--- src/rtl/rom_port_arbiter_if.sv ---
// -----------------------------------------------------------------------------
// rom_port_arbiter_if
// Bundle of every signal between the program-ROM arbiter, its two requesters
// (instruction fetch F, data load D) and the single-port ROM.
//
// Modports
//   slave  : the arbiter itself (takes requests and rom_data, drives grants,
//            responses and rom_address).
//   master : the environment around the arbiter (requesters plus the ROM).
//
// Signals
//   f_req/f_addr      fetch request and byte address
//   f_gnt             fetch request accepted this cycle (combinational)
//   f_rvalid/f_rdata  fetch response, one cycle after the grant
//   d_req/d_addr      data-load request and byte address
//   d_gnt             data request accepted this cycle (combinational)
//   d_rvalid/d_rdata  data response, one cycle after the grant
//   d_misalign        qualifies d_rvalid: the granted d_addr[1:0] was nonzero
//   rom_address       byte address presented to the ROM
//   rom_data          ROM read word, valid one cycle after the address edge
// -----------------------------------------------------------------------------
interface rom_port_arbiter_if #(
    parameter int ADDR_W = 14
);
    logic              f_req;
    logic [ADDR_W-1:0] f_addr;
    logic              f_gnt;
    logic              f_rvalid;
    logic [31:0]       f_rdata;

    logic              d_req;
    logic [ADDR_W-1:0] d_addr;
    logic              d_gnt;
    logic              d_rvalid;
    logic [31:0]       d_rdata;
    logic              d_misalign;

    logic [ADDR_W-1:0] rom_address;
    logic [31:0]       rom_data;

    modport slave (
        input  f_req, f_addr, d_req, d_addr, rom_data,
        output f_gnt, f_rvalid, f_rdata,
        output d_gnt, d_rvalid, d_rdata, d_misalign,
        output rom_address
    );

    modport master (
        output f_req, f_addr, d_req, d_addr, rom_data,
        input  f_gnt, f_rvalid, f_rdata,
        input  d_gnt, d_rvalid, d_rdata, d_misalign,
        input  rom_address
    );
endinterface

--- src/rtl/rom_port_arbiter.sv ---
// -----------------------------------------------------------------------------
// rom_port_arbiter
// Shares the single-port program ROM between instruction fetch (F) and the
// data load unit (D). At most one request is accepted per cycle; the winner's
// byte address goes straight to the ROM and the ROM word comes back to the
// winner exactly one cycle later.
//
// Arbitration: D has fixed priority, except that once F has been denied
// MAX_WAIT consecutive cycles it overrides D for one grant.
//
// Ports
//   clk      system clock, all state updates on its rising edge
//   reset_n  asynchronous active-low reset
//   bus      rom_port_arbiter_if.slave (requests, grants, responses, ROM side)
//
// Parameters
//   ADDR_W   ROM byte-address width
//   MAX_WAIT consecutive denied F cycles before F overrides D (1..15)
// -----------------------------------------------------------------------------
module rom_port_arbiter #(
    parameter int ADDR_W   = 14,
    parameter int MAX_WAIT = 4
) (
    input  logic                   clk,
    input  logic                   reset_n,
    rom_port_arbiter_if.slave      bus
);

    typedef enum logic {
        OWNER_F = 1'b0,
        OWNER_D = 1'b1
    } owner_e;

    localparam logic [3:0] WAIT_LIMIT = 4'(MAX_WAIT);

    // State
    logic [3:0]        r_wait_cnt;     // consecutive cycles F was denied
    owner_e            r_owner;        // port that owns the response in flight
    logic              r_resp_pending; // a grant happened on the last edge
    logic              r_misalign;     // last D grant used a non-word address
    logic [ADDR_W-1:0] r_hold_addr;    // last granted address, keeps ROM stable

    // Combinational decisions
    logic              w_f_starved;
    logic              w_f_gnt;
    logic              w_d_gnt;
    logic              w_any_gnt;
    logic [ADDR_W-1:0] w_rom_address;
    logic [3:0]        w_wait_cnt_nxt;

    // -------------------------------------------------------------------------
    // Grant and ROM address selection
    // -------------------------------------------------------------------------
    // NOTE: every signal written here gets a default before any branch, so no
    // path leaves a value unassigned and no latch is inferred.
    always_comb begin
        w_f_starved   = bus.f_req && (r_wait_cnt == WAIT_LIMIT);
        w_f_gnt       = 1'b0;
        w_d_gnt       = 1'b0;
        w_rom_address = r_hold_addr;

        if (w_f_starved) begin
            w_f_gnt       = 1'b1;
            w_rom_address = bus.f_addr;
        end else if (bus.d_req) begin
            w_d_gnt       = 1'b1;
            w_rom_address = bus.d_addr;
        end else if (bus.f_req) begin
            w_f_gnt       = 1'b1;
            w_rom_address = bus.f_addr;
        end
    end

    assign w_any_gnt = w_f_gnt || w_d_gnt;

    // -------------------------------------------------------------------------
    // Starvation counter: counts F's denied cycles, saturating at MAX_WAIT.
    // Any F grant, or F dropping its request, starts the count over.
    // -------------------------------------------------------------------------
    always_comb begin
        w_wait_cnt_nxt = 4'd0;
        if (bus.f_req && !w_f_gnt) begin
            if (r_wait_cnt >= WAIT_LIMIT) begin
                w_wait_cnt_nxt = WAIT_LIMIT;
            end else begin
                w_wait_cnt_nxt = r_wait_cnt + 4'd1;
            end
        end
    end

    // -------------------------------------------------------------------------
    // Registered state
    // -------------------------------------------------------------------------
    // NOTE: sequential state uses non-blocking assignments so every flop
    // samples the pre-edge values regardless of statement order.
    always_ff @(posedge clk or negedge reset_n) begin
        if (!reset_n) begin
            r_wait_cnt     <= 4'd0;
            r_owner        <= OWNER_F;
            r_resp_pending <= 1'b0;
            r_misalign     <= 1'b0;
            r_hold_addr    <= '0;
        end else begin
            r_wait_cnt     <= w_wait_cnt_nxt;
            r_resp_pending <= w_any_gnt;
            // Only a D grant can produce a misaligned response; any other
            // cycle clears it, so it is never high without d_rvalid.
            r_misalign     <= w_d_gnt && (bus.d_addr[1:0] != 2'b00);
            if (w_any_gnt) begin
                r_owner     <= w_d_gnt ? OWNER_D : OWNER_F;
                r_hold_addr <= w_rom_address;
            end
        end
    end

    // -------------------------------------------------------------------------
    // Outputs
    // -------------------------------------------------------------------------
    assign bus.f_gnt       = w_f_gnt;
    assign bus.d_gnt       = w_d_gnt;
    assign bus.rom_address = w_rom_address;

    assign bus.f_rvalid    = r_resp_pending && (r_owner == OWNER_F);
    assign bus.d_rvalid    = r_resp_pending && (r_owner == OWNER_D);
    assign bus.d_misalign  = r_misalign;

    // The ROM word is shared; each port qualifies it with its own rvalid.
    assign bus.f_rdata     = bus.rom_data;
    assign bus.d_rdata     = bus.rom_data;

endmodule

--- src/flat_wrapper.sv ---
// flat-port wrapper written by rule: the top's interface ports become plain ports
module rom_port_arbiter_flat 
#(
    parameter int ADDR_W   = 14,
    parameter int MAX_WAIT = 4
)
  (clk, reset_n, bus_f_req, bus_f_addr, bus_d_req, bus_d_addr, bus_rom_data, bus_f_gnt, bus_f_rvalid, bus_f_rdata, bus_d_gnt, bus_d_rvalid, bus_d_rdata, bus_d_misalign, bus_rom_address);
  rom_port_arbiter_if #(.ADDR_W(ADDR_W)) bus_i ();
  input  logic clk;
  input  logic reset_n;
  input wire logic [$bits(bus_i.f_req)-1:0] bus_f_req;
  input wire logic [$bits(bus_i.f_addr)-1:0] bus_f_addr;
  input wire logic [$bits(bus_i.d_req)-1:0] bus_d_req;
  input wire logic [$bits(bus_i.d_addr)-1:0] bus_d_addr;
  input wire logic [$bits(bus_i.rom_data)-1:0] bus_rom_data;
  output wire logic [$bits(bus_i.f_gnt)-1:0] bus_f_gnt;
  output wire logic [$bits(bus_i.f_rvalid)-1:0] bus_f_rvalid;
  output wire logic [$bits(bus_i.f_rdata)-1:0] bus_f_rdata;
  output wire logic [$bits(bus_i.d_gnt)-1:0] bus_d_gnt;
  output wire logic [$bits(bus_i.d_rvalid)-1:0] bus_d_rvalid;
  output wire logic [$bits(bus_i.d_rdata)-1:0] bus_d_rdata;
  output wire logic [$bits(bus_i.d_misalign)-1:0] bus_d_misalign;
  output wire logic [$bits(bus_i.rom_address)-1:0] bus_rom_address;
  assign bus_i.f_req = bus_f_req;
  assign bus_i.f_addr = bus_f_addr;
  assign bus_i.d_req = bus_d_req;
  assign bus_i.d_addr = bus_d_addr;
  assign bus_i.rom_data = bus_rom_data;
  assign bus_f_gnt = bus_i.f_gnt;
  assign bus_f_rvalid = bus_i.f_rvalid;
  assign bus_f_rdata = bus_i.f_rdata;
  assign bus_d_gnt = bus_i.d_gnt;
  assign bus_d_rvalid = bus_i.d_rvalid;
  assign bus_d_rdata = bus_i.d_rdata;
  assign bus_d_misalign = bus_i.d_misalign;
  assign bus_rom_address = bus_i.rom_address;
  rom_port_arbiter #(.ADDR_W(ADDR_W), .MAX_WAIT(MAX_WAIT)) u_core (.clk(clk), .reset_n(reset_n), .bus(bus_i));
endmodule
--- config.mk ---
export PLATFORM = sky130hd
export DESIGN_NAME = rom_port_arbiter_flat
export DESIGN_NICKNAME = d
export VERILOG_FILES = /design/src/rtl/rom_port_arbiter_if.sv /design/src/rtl/rom_port_arbiter.sv /design/src/flat_wrapper.sv
export SDC_FILE = /design/constraint.sdc
export NUM_CORES = 1
export LEC_CHECK = 0
export CAP_MARGIN = 30
export CORE_MARGIN = 2
export CORE_UTILIZATION = 32
export DETAILED_ROUTE_END_ITERATION = 12
export GPL_ROUTABILITY_DRIVEN = 0
export PLACE_DENSITY = 0.82
export RECOVER_POWER = 100
export REMOVE_ABC_BUFFERS = 1
export SKIP_CTS_REPAIR_TIMING = 1
export SYNTH_ARGS = -nofsm -noshare
export SYNTH_HDL_FRONTEND = slang
export SYNTH_SLANG_ARGS = --single-unit
export TNS_END_PERCENT = 30
--- constraint.sdc ---
create_clock -name clk -period 1.98 [get_ports clk]
set_clock_uncertainty 0.2 [all_clocks]
set_input_delay 0.297 -clock clk [delete_from_list [all_inputs] [get_ports clk]]
set_output_delay 0.297 -clock clk [all_outputs]
set_load 0.01 [all_outputs]
==> impl_metrics.tcl <==
set metrics [dict create \
    status "finished, violations left" \
    violations "negative setup slack" \
    grt_usage_pct 19.70 \
    antenna_cells 0 \
    wl_per_cell_um 23.55 \
    setup_viol 16 \
    period_minus_slack_ps 2170 \
    fill_cells 495 \
    grt_setup_unrepaired "true" \
    clock_latency_ps 270 \
    design_area_um2 2014 \
    rows 26 \
    synth_area_leaders "dfrtp_1, buf_4, mux2_2" \
    viasPerCell 4.973 \
    ir_drop_v 0.0003524 \
    start_util_pct 32.63 \
    synth_ff_type "dfrtp_1" \
    critPathMaxFanout 6 \
    relSlewSlack_pct 18.37 \
    ys_ff_latch 21 \
    die_area_um2 5731 \
    synth_cell_types 24 \
    htree_levels 1 \
    maxSlewViolCount 0 \
    hold_class "flop to flop" \
    syn2layout_area_growth_pct 22.43 \
    yosysSeqAreaShare_pct 31.94 \
    synth_area_um2 1645 \
    synth.most_common_cell "buf_4" \
    die_h_um 75.71 \
    place_ws_ps -661.5 \
    drcViolationCount 0 \
    critPathCaptureType "output pin" \
    clk_pin_slew_worst_paths_ps 90 \
    cts_buffer_depth 2 \
    grt_max_degree 26 \
    placed_cell_area_um2 1841 \
    root_buffer "clkbuf_8" \
    io_pins 147 \
    arrival_ps 1670 \
    max_freq_mhz 460.9 \
    grt_pass1_vias 1215 \
    combPwrFrac_pct 31.2 \
    syn_area_per_cell_um2 9.090 \
    worst_pin_slew_ps 1224 \
    power.share.clock_pct 26.6 \
    synth_common_cells "buf_4, a21oi_1, dfrtp_1" \
    drive_gt1_share_pct 36.90 \
    synth-edff-count 0 \
    grt_pass1_wl_mm 7.714 \
    fin_hold_ws_ps 312.9 \
    first_pass_iters 4 \
    setup_slack_ps -189.6 \
    seq_area_um2 525.5 \
    synth.top_cell.area_share_pct 31.94 \
    hpwl_mm 4.627 \
    switching_share_pct 28.44 \
    p_per_area_nw_per_um2 558.6 \
    core_um2 5042 \
    grt_overflow_total 0 \
    nNetsFinal 254 \
    timing.reg2reg.setup_slack_ps 340 \
    setup.worst_path.start_class "flop" \
    worstSetupPathType "flop to output pin" \
    cts_tree "built" \
    power.share.sequential_pct 42.3 \
    required_ps 1480 \
    p_switching_w 0.0003200 \
    synth_top_area_cell "dfrtp_1" \
    drtIter0Drc 67 \
    hold_violations 0 \
    antenna_found_initial 0 \
    netlist_instances 181 \
    internal_power_w 0.0008053 \
    maxCapViolations 0 \
    cts_buffers 3 \
    p_leak_nw 0.9442 \
    ant_nets 0 \
    drt_wl_total_mm 6.053 \
    final.period_utilization_pct 109.6 \
    routed-via-count 1278 \
    fp.dieW_um 75.71 \
    yosysWarnings 0 \
    portBuffers 50 \
    tns_ps -2595 \
    clock-sinks 21 \
    async_reset_ff_share_pct 100.0 \
    multi_input_area_um2 635.6 \
]
logic make-up (layout without fill, tap and decap cells):
family	count (synthesis)	in the layout	share of synthesized area (%)
muxes	12	12	8.213
DFF	21	21	31.94
adders and majority gates	2	2	1.521
other	1	1	0.2279
and+or+nand+nor	9	11	4.335
buffers and inverters	89	93	36.88
AOI/OAI and AO/OA	47	47	16.88
through the flow:
step	cells	utilization [%]	power, W
global placement	249	36.50	0.0008101
finish	257	39.95	0.001125
detailed placement	249	36.50	0.0008187
global route	257	39.95	0.001185
CTS	253	37.42	0.001123
floorplan	109	-	0.0006119
power groups by stage:
stage	Sequential (W)	Combinational (W)	Clock (W)
CTS	0.000476	0.000337	0.000311
global placement	0.000482	0.000328	0
global route	0.000480	0.000381	0.000324
detailed placement	0.000484	0.000335	0
finish	0.000475	0.000351	0.000299
floorplan	0.000482	0.000129	0
final timing paths:
kind                                               to            startpoint  cells past startpoint
max in group asynchronous       u_core.r_hold_addr[8]               reset_n                      2
min in group asynchronous              u_core.r_owner               reset_n                      2
worst max-delay path               bus_rom_address[3]  u_core.r_wait_cnt[1]                      7
worst min-delay path                   u_core.r_owner        u_core.r_owner                      1
worst max register to register  u_core.r_hold_addr[5]  u_core.r_wait_cnt[0]                      7
worst min register to register         u_core.r_owner        u_core.r_owner                      1
routing by layer:
metal / track usage [%] / routed length (µm) / vias up
met5: 12.04 / 56 / -
met3: 20.77 / 1393 / 10
li1: - / - / 554
met4: 4.678 / 82 / 2
met1: 20.11 / 1989 / 588
met2: 26.67 / 2531 / 124
registers in the layout, indices dropped and copies added, names as in the netlist:
register / flops
u_core.r_resp_pending: 1
u_core.r_owner: 1
u_core.bus.d_misalign: 1
u_core.r_wait_cnt: 4
u_core.r_hold_addr: 14
critical path, stage by stage (launching register included):
cell	delay, ps
dfrtp_1	410
inv_2	80
ha_4	150
nand4b_4	150
and2_4	220
buf_6	120
a21oi_2	120
buf_2	140
layout make-up:
cell class                 instances  share of cell area, %
multi-input combinational         73                  31.55
timing repair buffer              72                  32.55
inverter                          17                  3.168
sequential                        21                  26.09
clock buffer                       3                  2.050
clock inverter                     1                 0.2484
tap                               70                  4.348
cell usage in the layout, fill, tap and decap left out, types with 3 or more instances in the layout:
master | synthesis | final
clkdlybuf4s50_1 | 0 | 33
a21oi_1 | 25 | 21
dfrtp_1 | 21 | 21
buf_4 | 66 | 18
inv_1 | 17 | 15
mux2_2 | 12 | 12
o22ai_2 | 0 | 12
dlymetal6s2s_1 | 0 | 9
a22o_1 | 6 | 6
buf_2 | 2 | 5
a21oi_2 | 0 | 4
clkbuf_8 | 0 | 3
clkbuf_2 | 0 | 3
buf_6 | 3 | 3
Note: power is estimated with default switching activity, not from simulation.
